<file path="src/rtl/memory_controller_if.sv">
// Request/response and RAM-port bundle for the byte-serial memory controller.
// The controller takes the slave view; requesters and the RAM model take the master view.
interface memory_controller_if #(
  parameter int ADDR_WIDTH = 32
);
  logic                  if_request_in;
  logic [ADDR_WIDTH-1:0] if_address_in;
  logic                  if_ready_out;
  logic [31:0]           if_inst_out;
  logic                  lsb_request_in;
  logic                  lsb_rw_signal_in;
  logic [ADDR_WIDTH-1:0] lsb_address_in;
  logic [2:0]            lsb_goal_in;
  logic [31:0]           lsb_data_in;
  logic                  lsb_ready_out;
  logic [31:0]           lsb_data_out;
  logic                  rob_rollback_in;
  logic [7:0]            mem_din_in;
  logic [7:0]            mem_dout_out;
  logic [ADDR_WIDTH-1:0] mem_a_out;
  logic                  mem_wr_out;
  logic                  io_buffer_full_in;

  modport slave (
    input  if_request_in, if_address_in, lsb_request_in, lsb_rw_signal_in,
           lsb_address_in, lsb_goal_in, lsb_data_in, rob_rollback_in,
           mem_din_in, io_buffer_full_in,
    output if_ready_out, if_inst_out, lsb_ready_out, lsb_data_out,
           mem_dout_out, mem_a_out, mem_wr_out
  );

  modport master (
    output if_request_in, if_address_in, lsb_request_in, lsb_rw_signal_in,
           lsb_address_in, lsb_goal_in, lsb_data_in, rob_rollback_in,
           mem_din_in, io_buffer_full_in,
    input  if_ready_out, if_inst_out, lsb_ready_out, lsb_data_out,
           mem_dout_out, mem_a_out, mem_wr_out
  );
endinterface

</file>
<file path="src/rtl/memory_controller.sv">
// Byte-serial RAM front end: latches LSB/IF request pulses, LSB wins ties, and
// moves 1/2/4-byte little-endian transfers through the 8-bit RAM port.
module memory_controller #(
  parameter int         ADDR_WIDTH = 32,
  parameter logic [1:0] IO_REGION  = 2'b11
) (
  input logic               clk,
  input logic               rst,
  memory_controller_if.slave bus
);
  typedef enum logic [1:0] {IDLE, READ, WRITE} state_e;
  state_e state_q, state_d;

  logic [2:0]            k_q, n_q;
  logic                  own_lsb_q, full_q;
  logic [ADDR_WIDTH-1:0] addr_q;
  logic [31:0]           wdata_q, buf_q;
  logic                  if_pend_q, lsb_pend_q, lsb_rw_pend_q;
  logic [ADDR_WIDTH-1:0] if_addr_pend_q, lsb_addr_pend_q;
  logic [2:0]            lsb_goal_pend_q;
  logic [31:0]           lsb_data_pend_q;
  logic                  lsb_rdy_q, if_rdy_q;
  logic [31:0]           lsb_data_q, if_inst_q;

  function automatic logic [2:0] goal_n(input logic [2:0] g);
    case (g)
      3'd1:    return 3'd1;
      3'd2:    return 3'd2;
      default: return 3'd4;
    endcase
  endfunction

  // Rollback kills new pulses and speculative (load/fetch) pending work.
  logic rb, lsb_new, if_new, lsb_vld, if_vld, acc_lsb, acc_if;
  assign rb      = bus.rob_rollback_in;
  assign lsb_new = bus.lsb_request_in && !rb;
  assign if_new  = bus.if_request_in && !rb;
  assign lsb_vld = (lsb_pend_q && (!rb || lsb_rw_pend_q)) || lsb_new;
  assign if_vld  = (if_pend_q && !rb) || if_new;
  assign acc_lsb = (state_q == IDLE) && lsb_vld;
  assign acc_if  = (state_q == IDLE) && !lsb_vld && if_vld;

  logic                  lsb_rw;
  logic [ADDR_WIDTH-1:0] lsb_addr, if_addr;
  logic [2:0]            lsb_goal;
  logic [31:0]           lsb_data;
  assign lsb_rw   = lsb_pend_q ? lsb_rw_pend_q   : bus.lsb_rw_signal_in;
  assign lsb_addr = lsb_pend_q ? lsb_addr_pend_q : bus.lsb_address_in;
  assign lsb_goal = lsb_pend_q ? lsb_goal_pend_q : bus.lsb_goal_in;
  assign lsb_data = lsb_pend_q ? lsb_data_pend_q : bus.lsb_data_in;
  assign if_addr  = if_pend_q  ? if_addr_pend_q  : bus.if_address_in;

  logic [ADDR_WIDTH-1:0] byte_addr;
  logic                  last_k, wr_go, rd_done;
  logic [1:0]            cap_idx;
  logic [31:0]           rd_word;
  assign byte_addr = addr_q + ADDR_WIDTH'(k_q);
  assign last_k    = (k_q == n_q - 3'd1);
  // full_q is last cycle's buffer state: a full buffer withholds the next IO byte
  assign wr_go     = (state_q == WRITE) && !((byte_addr[17:16] == IO_REGION) && full_q);
  assign rd_done   = (state_q == READ) && (k_q == n_q);
  assign cap_idx   = 2'(k_q - 3'd1);

  always_comb begin
    rd_word = buf_q;
    if (k_q != 3'd0) rd_word[{cap_idx, 3'b000} +: 8] = bus.mem_din_in;
  end

  always_ff @(posedge clk) begin
    if (rst) state_q <= IDLE;
    else     state_q <= state_d;
  end

  always_comb begin
    state_d = state_q;
    unique case (state_q)
      IDLE:    if (acc_lsb)     state_d = lsb_rw ? WRITE : READ;
               else if (acc_if) state_d = READ;
      READ:    if (rb || rd_done)   state_d = IDLE;
      WRITE:   if (wr_go && last_k) state_d = IDLE;
      default: state_d = IDLE;
    endcase
  end

  always_comb begin
    bus.mem_a_out    = '0;
    bus.mem_wr_out   = 1'b0;
    bus.mem_dout_out = 8'h00;
    if (state_q == READ && k_q < n_q) bus.mem_a_out = byte_addr;
    if (wr_go) begin
      bus.mem_a_out    = byte_addr;
      bus.mem_wr_out   = 1'b1;
      bus.mem_dout_out = wdata_q[{k_q[1:0], 3'b000} +: 8];
    end
  end

  always_ff @(posedge clk) begin
    if (rst) begin
      k_q <= '0; n_q <= '0; own_lsb_q <= 1'b0; full_q <= 1'b0;
      addr_q <= '0; wdata_q <= '0; buf_q <= '0;
      if_pend_q <= 1'b0; lsb_pend_q <= 1'b0; lsb_rw_pend_q <= 1'b0;
      if_addr_pend_q <= '0; lsb_addr_pend_q <= '0;
      lsb_goal_pend_q <= '0; lsb_data_pend_q <= '0;
      lsb_rdy_q <= 1'b0; if_rdy_q <= 1'b0; lsb_data_q <= '0; if_inst_q <= '0;
    end else begin
      lsb_rdy_q <= 1'b0;
      if_rdy_q  <= 1'b0;
      full_q    <= bus.io_buffer_full_in;

      if (acc_lsb || (rb && !lsb_rw_pend_q)) lsb_pend_q <= 1'b0;
      if (lsb_new && !acc_lsb) begin
        lsb_pend_q      <= 1'b1;
        lsb_rw_pend_q   <= bus.lsb_rw_signal_in;
        lsb_addr_pend_q <= bus.lsb_address_in;
        lsb_goal_pend_q <= bus.lsb_goal_in;
        lsb_data_pend_q <= bus.lsb_data_in;
      end
      if (acc_if || rb) if_pend_q <= 1'b0;
      if (if_new && !acc_if) begin
        if_pend_q      <= 1'b1;
        if_addr_pend_q <= bus.if_address_in;
      end

      if (acc_lsb || acc_if) begin
        k_q       <= '0;
        buf_q     <= '0;
        own_lsb_q <= acc_lsb;
        addr_q    <= acc_lsb ? lsb_addr : if_addr;
        n_q       <= acc_lsb ? goal_n(lsb_goal) : 3'd4;
        wdata_q   <= lsb_data;
      end

      if (state_q == READ && !rb) begin
        buf_q <= rd_word;
        if (rd_done) begin
          if (own_lsb_q) begin lsb_rdy_q <= 1'b1; lsb_data_q <= rd_word; end
          else           begin if_rdy_q  <= 1'b1; if_inst_q  <= rd_word; end
        end else begin
          k_q <= k_q + 3'd1;
        end
      end

      if (wr_go) begin
        k_q <= k_q + 3'd1;
        if (last_k) lsb_rdy_q <= 1'b1;
      end
    end
  end

  assign bus.lsb_ready_out = lsb_rdy_q;
  assign bus.lsb_data_out  = lsb_data_q;
  assign bus.if_ready_out  = if_rdy_q;
  assign bus.if_inst_out   = if_inst_q;
endmodule

</file>
<file path="src/flat_wrapper.sv">
// flat-port wrapper written by rule: the top's interface ports become plain ports
module memory_controller_flat 
#(
  parameter int         ADDR_WIDTH = 32,
  parameter logic [1:0] IO_REGION  = 2'b11
)
  (clk, rst, bus_if_request_in, bus_if_address_in, bus_lsb_request_in, bus_lsb_rw_signal_in, bus_lsb_address_in, bus_lsb_goal_in, bus_lsb_data_in, bus_rob_rollback_in, bus_mem_din_in, bus_io_buffer_full_in, bus_if_ready_out, bus_if_inst_out, bus_lsb_ready_out, bus_lsb_data_out, bus_mem_dout_out, bus_mem_a_out, bus_mem_wr_out);
  memory_controller_if #(.ADDR_WIDTH(ADDR_WIDTH)) bus_i ();
  input logic clk;
  input logic rst;
  input wire logic [$bits(bus_i.if_request_in)-1:0] bus_if_request_in;
  input wire logic [$bits(bus_i.if_address_in)-1:0] bus_if_address_in;
  input wire logic [$bits(bus_i.lsb_request_in)-1:0] bus_lsb_request_in;
  input wire logic [$bits(bus_i.lsb_rw_signal_in)-1:0] bus_lsb_rw_signal_in;
  input wire logic [$bits(bus_i.lsb_address_in)-1:0] bus_lsb_address_in;
  input wire logic [$bits(bus_i.lsb_goal_in)-1:0] bus_lsb_goal_in;
  input wire logic [$bits(bus_i.lsb_data_in)-1:0] bus_lsb_data_in;
  input wire logic [$bits(bus_i.rob_rollback_in)-1:0] bus_rob_rollback_in;
  input wire logic [$bits(bus_i.mem_din_in)-1:0] bus_mem_din_in;
  input wire logic [$bits(bus_i.io_buffer_full_in)-1:0] bus_io_buffer_full_in;
  output wire logic [$bits(bus_i.if_ready_out)-1:0] bus_if_ready_out;
  output wire logic [$bits(bus_i.if_inst_out)-1:0] bus_if_inst_out;
  output wire logic [$bits(bus_i.lsb_ready_out)-1:0] bus_lsb_ready_out;
  output wire logic [$bits(bus_i.lsb_data_out)-1:0] bus_lsb_data_out;
  output wire logic [$bits(bus_i.mem_dout_out)-1:0] bus_mem_dout_out;
  output wire logic [$bits(bus_i.mem_a_out)-1:0] bus_mem_a_out;
  output wire logic [$bits(bus_i.mem_wr_out)-1:0] bus_mem_wr_out;
  assign bus_i.if_request_in = bus_if_request_in;
  assign bus_i.if_address_in = bus_if_address_in;
  assign bus_i.lsb_request_in = bus_lsb_request_in;
  assign bus_i.lsb_rw_signal_in = bus_lsb_rw_signal_in;
  assign bus_i.lsb_address_in = bus_lsb_address_in;
  assign bus_i.lsb_goal_in = bus_lsb_goal_in;
  assign bus_i.lsb_data_in = bus_lsb_data_in;
  assign bus_i.rob_rollback_in = bus_rob_rollback_in;
  assign bus_i.mem_din_in = bus_mem_din_in;
  assign bus_i.io_buffer_full_in = bus_io_buffer_full_in;
  assign bus_if_ready_out = bus_i.if_ready_out;
  assign bus_if_inst_out = bus_i.if_inst_out;
  assign bus_lsb_ready_out = bus_i.lsb_ready_out;
  assign bus_lsb_data_out = bus_i.lsb_data_out;
  assign bus_mem_dout_out = bus_i.mem_dout_out;
  assign bus_mem_a_out = bus_i.mem_a_out;
  assign bus_mem_wr_out = bus_i.mem_wr_out;
  memory_controller #(.ADDR_WIDTH(ADDR_WIDTH), .IO_REGION(IO_REGION)) u_core (.clk(clk), .rst(rst), .bus(bus_i));
endmodule
</file>
<file path="config.mk">
export PLATFORM = sky130hd
export DESIGN_NAME = memory_controller_flat
export DESIGN_NICKNAME = d
export VERILOG_FILES = /design/src/rtl/memory_controller_if.sv /design/src/rtl/memory_controller.sv /design/src/flat_wrapper.sv
export SDC_FILE = /design/constraint.sdc
export NUM_CORES = 1
export LEC_CHECK = 0
export CAP_MARGIN = 0
export CELL_PAD_IN_SITES_DETAIL_PLACEMENT = 0
export CELL_PAD_IN_SITES_GLOBAL_PLACEMENT = 1
export CORE_ASPECT_RATIO = 1.4
export CORE_MARGIN = 10
export CORE_UTILIZATION = 39
export DETAILED_ROUTE_END_ITERATION = 10
export PLACE_DENSITY_LB_ADDON = 0.08
export SLEW_MARGIN = 10
export SYNTH_ARGS = -nofsm -noshare
export SYNTH_HDL_FRONTEND = slang
export SYNTH_SLANG_ARGS = --single-unit
</file>
<file path="constraint.sdc">
create_clock -name clk -period 3.25 [get_ports clk]
set_input_delay 0.4875 -clock clk [delete_from_list [all_inputs] [get_ports clk]]
set_output_delay 0.4875 -clock clk [all_outputs]
set_load 0.005 [all_outputs]
</file>
==> impl_metrics.py <==
metrics = {
    "routing": {
        "vias_per_cell": 5.28,
        "wl_per_cell_um": 18.0,
        "drt-initial-drc-count": 602,
        "ant_nets": 0,
        "drc": 0,
        "dr.pass1.iters": 5,
        "vias": 11082,
        "drt-total-wl_mm": 37.8,
    },
    "logic_synthesis": {
        "synth.largest_area_cell": "dfxtp_1",
        "synthMostInstantiatedCell": "dfxtp_1",
        "synth_top_area_frac": 0.443,
        "synth-seq-area-share": 0.443,
        "synth_area_per_cell_um2": 8.36,
        "synth.distinct_cells": 58,
        "synthesis.area_mm2": 0.0124,
        "yosys_warnings": 0,
        "synth_flop_cell": "dfxtp_1",
        "syn-num-nets": 1610,
        "synthArstFlopShare": 0,
        "ys_seq_elements": 274,
        "syn_inst": 1482,
        "synth_common_cells": "274 x dfxtp_1, 253 x nand2_1, 180 x nor2_1",
        "synth_enable_flop_cells": 0,
        "synth.area.top_cells": "dfxtp_1 44%, a211oi_1 9.8%, nand2_1 7.7%",
    },
    "placement": {
        "io_buffers": 220,
        "finalWeightedCongestion": 0.766,
        "hpwl_mm": 25.1,
        "dp.cells": 2018,
    },
    "job": {
        "cap_viol_max_count": 0,
    },
    "setup_path": {
        "worstSetupStartpointType": "flop",
        "path_max_fanout": 3,
        "arrival_ns": 2.87,
        "setup.worst_path.class": "flop to primary output",
        "endpoint_kind": "primary output",
        "worstPathRequired_ns": 2.76,
    },
    "global_routing": {
        "grt_pass1_vias": 10658,
        "grt_usage": 0.186,
        "grt_max_degree": 107,
        "grt_overflow_total": 0,
        "grt_antenna_before_repair": 0,
        "grt_pass1_wl_mm": 59.9,
    },
    "timing": {
        "finalSetupTns_ns": -0.506,
        "hold_violations": 0,
        "relSlewSlack": 0.445,
        "setup_ws_ns": -0.110,
        "worst-slew-pin-transition_ns": 0.833,
        "finalCriticalPeriod_ns": 3.36,
        "fin_worst_skew_ns": 0.00835,
        "fin_crit_sh": 1.03,
        "max_clock_freq_ghz": 0.298,
        "slew_violations": 0,
        "setup-violations-final": 9,
        "rsz0062_at_grt": "true",
    },
    "cts": {
        "numCtsBuffers": 29,
        "insertion_delay_ns": 0.54,
        "path_clk_slew_ns": 0.06,
        "htreeDepth": 1,
        "cts_tree": "done",
        "clockRootBuffer": "clkbuf_16",
        "max-clock-path-buffers": 3,
        "clock-sinks": 274,
    },
    "layout": {
        "areaGrowthSynthToFinish_pct": 32.1,
        "seq_area_mm2": 0.00549,
        "multiInputGateArea_mm2": 0.00663,
        "antenna_cells": 0,
        "drive_gt1_frac": 0.134,
        "instances_no_fill": 2098,
        "fillers": 3025,
        "nNetsFinal": 1815,
    },
    "run_status": {
        "status": "complete, but fails checks",
        "violations": "negative setup slack",
    },
    "pwr": {
        "powerDensity_mw_per_mm2": 498,
        "irDropWorstVdd_mv": 0.680,
        "leakage_nw": 5.50,
    },
    "floorplanning": {
        "die_y_um": 231,
        "num_io_pins": 221,
        "die-area_mm2": 0.0394,
        "initial_core_util": 0.393,
        "rows": 77,
        "dieWidth_um": 171,
        "coreArea_mm2": 0.0315,
    },
    "min_path": {
        "hold_class": "flop to flop",
    },
}
## final cells by class
| type | count | share of cell area |
|---|---|---|
| Timing Repair Buffer | 293 | 0.170 |
| Clock inverter | 6 | 0.00489 |
| Inverter | 13 | 0.00298 |
| Sequential cell | 274 | 0.336 |
| Tap cell | 395 | 0.0302 |
| Clock buffer | 41 | 0.0508 |
| Multi-Input combinational cell | 1076 | 0.405 |
## through the flow
step | instance area [µm²] | worst slack, ns | hold WS [ns] | power, mW | utilization
floorplan | 12400 | 0.196 | 0.436 | 4.39 | -
global placement | 15100 | 0.0416 | 0.441 | 4.90 | 0.478
detailed placement | 15100 | 0.0398 | 0.446 | 4.91 | 0.478
CTS | 16200 | -0.182 | 0.454 | 8.23 | 0.514
global route | 16400 | -0.232 | 0.469 | 8.53 | 0.520
finish | 16400 | -0.110 | 0.452 | 8.15 | 0.520
## worst max-delay path, cell delays in order, from the launching register on
cell       delay (ns)
dfxtp_2          0.35
ha_4             0.14
inv_2            0.03
fa_2             0.36
nor2b_4          0.13
buf_6            0.11
o2111ai_4        0.12
nor4b_2          0.26
buf_4            0.19
buf_6            0.11
buf_6            0.09
nand3_2          0.07
xor2_1           0.15
nor2_1           0.10
buf_2            0.12
## layer usage
layer  vias up  part of all wire  global-route usage
li1       5627                 -                   -
met3        38             0.054              0.0386
met2       222              0.49               0.317
met4         0             0.014              0.0426
met1      5195              0.44               0.234
met5         -                 0                   0
## final timing paths
check / startpoint / end / slack (ns) / cells past startpoint
max: u_core.addr_q[0]$_SDFFE_PP0P_ / bus_mem_a_out[28] / -0.11 / 14
min: u_core.lsb_data_pend_q[26]$_SDFFE_PP0P_ / u_core.lsb_data_pend_q[26]$_SDFFE_PP0P_ / 0.45 / 2
max reg2reg: u_core.k_q[0]$_SDFF_PP0_ / u_core.buf_q[8]$_SDFFE_PP0P_ / 0.36 / 10
min reg2reg: u_core.lsb_data_pend_q[26]$_SDFFE_PP0P_ / u_core.lsb_data_pend_q[26]$_SDFFE_PP0P_ / 0.45 / 2
## cells in the final DEF, fill, tap and decap left out, types with 21 or more instances in the layout
cell             Yosys  final
mux2i_1             66     66
nand2_1            253    252
nor2b_1             46     42
nand3_1             36     31
buf_2               18     39
buf_4                6     41
o21ai_0             37     36
clkbuf_16            0     30
nor2_1             180    161
a21oi_1            107    106
buf_6                0     21
clkdlybuf4s50_1      0    178
dfxtp_1            274    270
a211oi_1           162    161
a22oi_1             32     32
o21a_1              27     27
xor2_1              21     21
## cells by family after synthesis
family | count (synthesis) | share of synthesized area
simple gates | 568 | 0.201
flops | 274 | 0.443
fa+ha+maj | 14 | 0.0147
buf+inv | 132 | 0.0436
xor+xnor | 30 | 0.0212
mux | 75 | 0.0687
compound gates | 389 | 0.208
## report_power, final
group / internal, mW / switching (mW) / leakage [nW]
Combinational: 0.581 / 0.650 / 2.82
Clock: 1.91 / 1.32 / 0.452
Sequential: 3.56 / 0.137 / 2.23
## sequential cells by signal, indices dropped and copies added, names as in the netlist
| name | count |
|---|---|
| u_core.if_addr_pend_q | 32 |
| u_core.lsb_rw_pend_q | 1 |
| u_core.bus.lsb_ready_out | 1 |
| u_core.addr_q | 32 |
| u_core.lsb_goal_pend_q | 3 |
| u_core.state_q | 2 |
| u_core.buf_q | 32 |
| u_core.n_q | 3 |
| u_core.lsb_pend_q | 1 |
| u_core.lsb_data_pend_q | 32 |
| u_core.lsb_addr_pend_q | 32 |
| u_core.k_q | 3 |
| u_core.bus.if_inst_out | 32 |
| u_core.bus.if_ready_out | 1 |
| u_core.own_lsb_q | 1 |
| u_core.full_q | 1 |
| u_core.if_pend_q | 1 |
| u_core.bus.lsb_data_out | 32 |
| u_core.wdata_q | 32 |
## what timing repair did
| action | 4_1_cts | 5_1_grt |
|---|---|---|
| pin swaps | 16 | 22 |
| gates cloned | 1 | 1 |
| hold endpoints to repair | 0 | 0 |
| hold buffers | 0 | 0 |
| resized for setup | 205 | 47 |
| setup buffers | 26 | 10 |
| setup endpoints to repair | 41 | 41 |
Note: power is estimated with default switching activity, not from simulation.
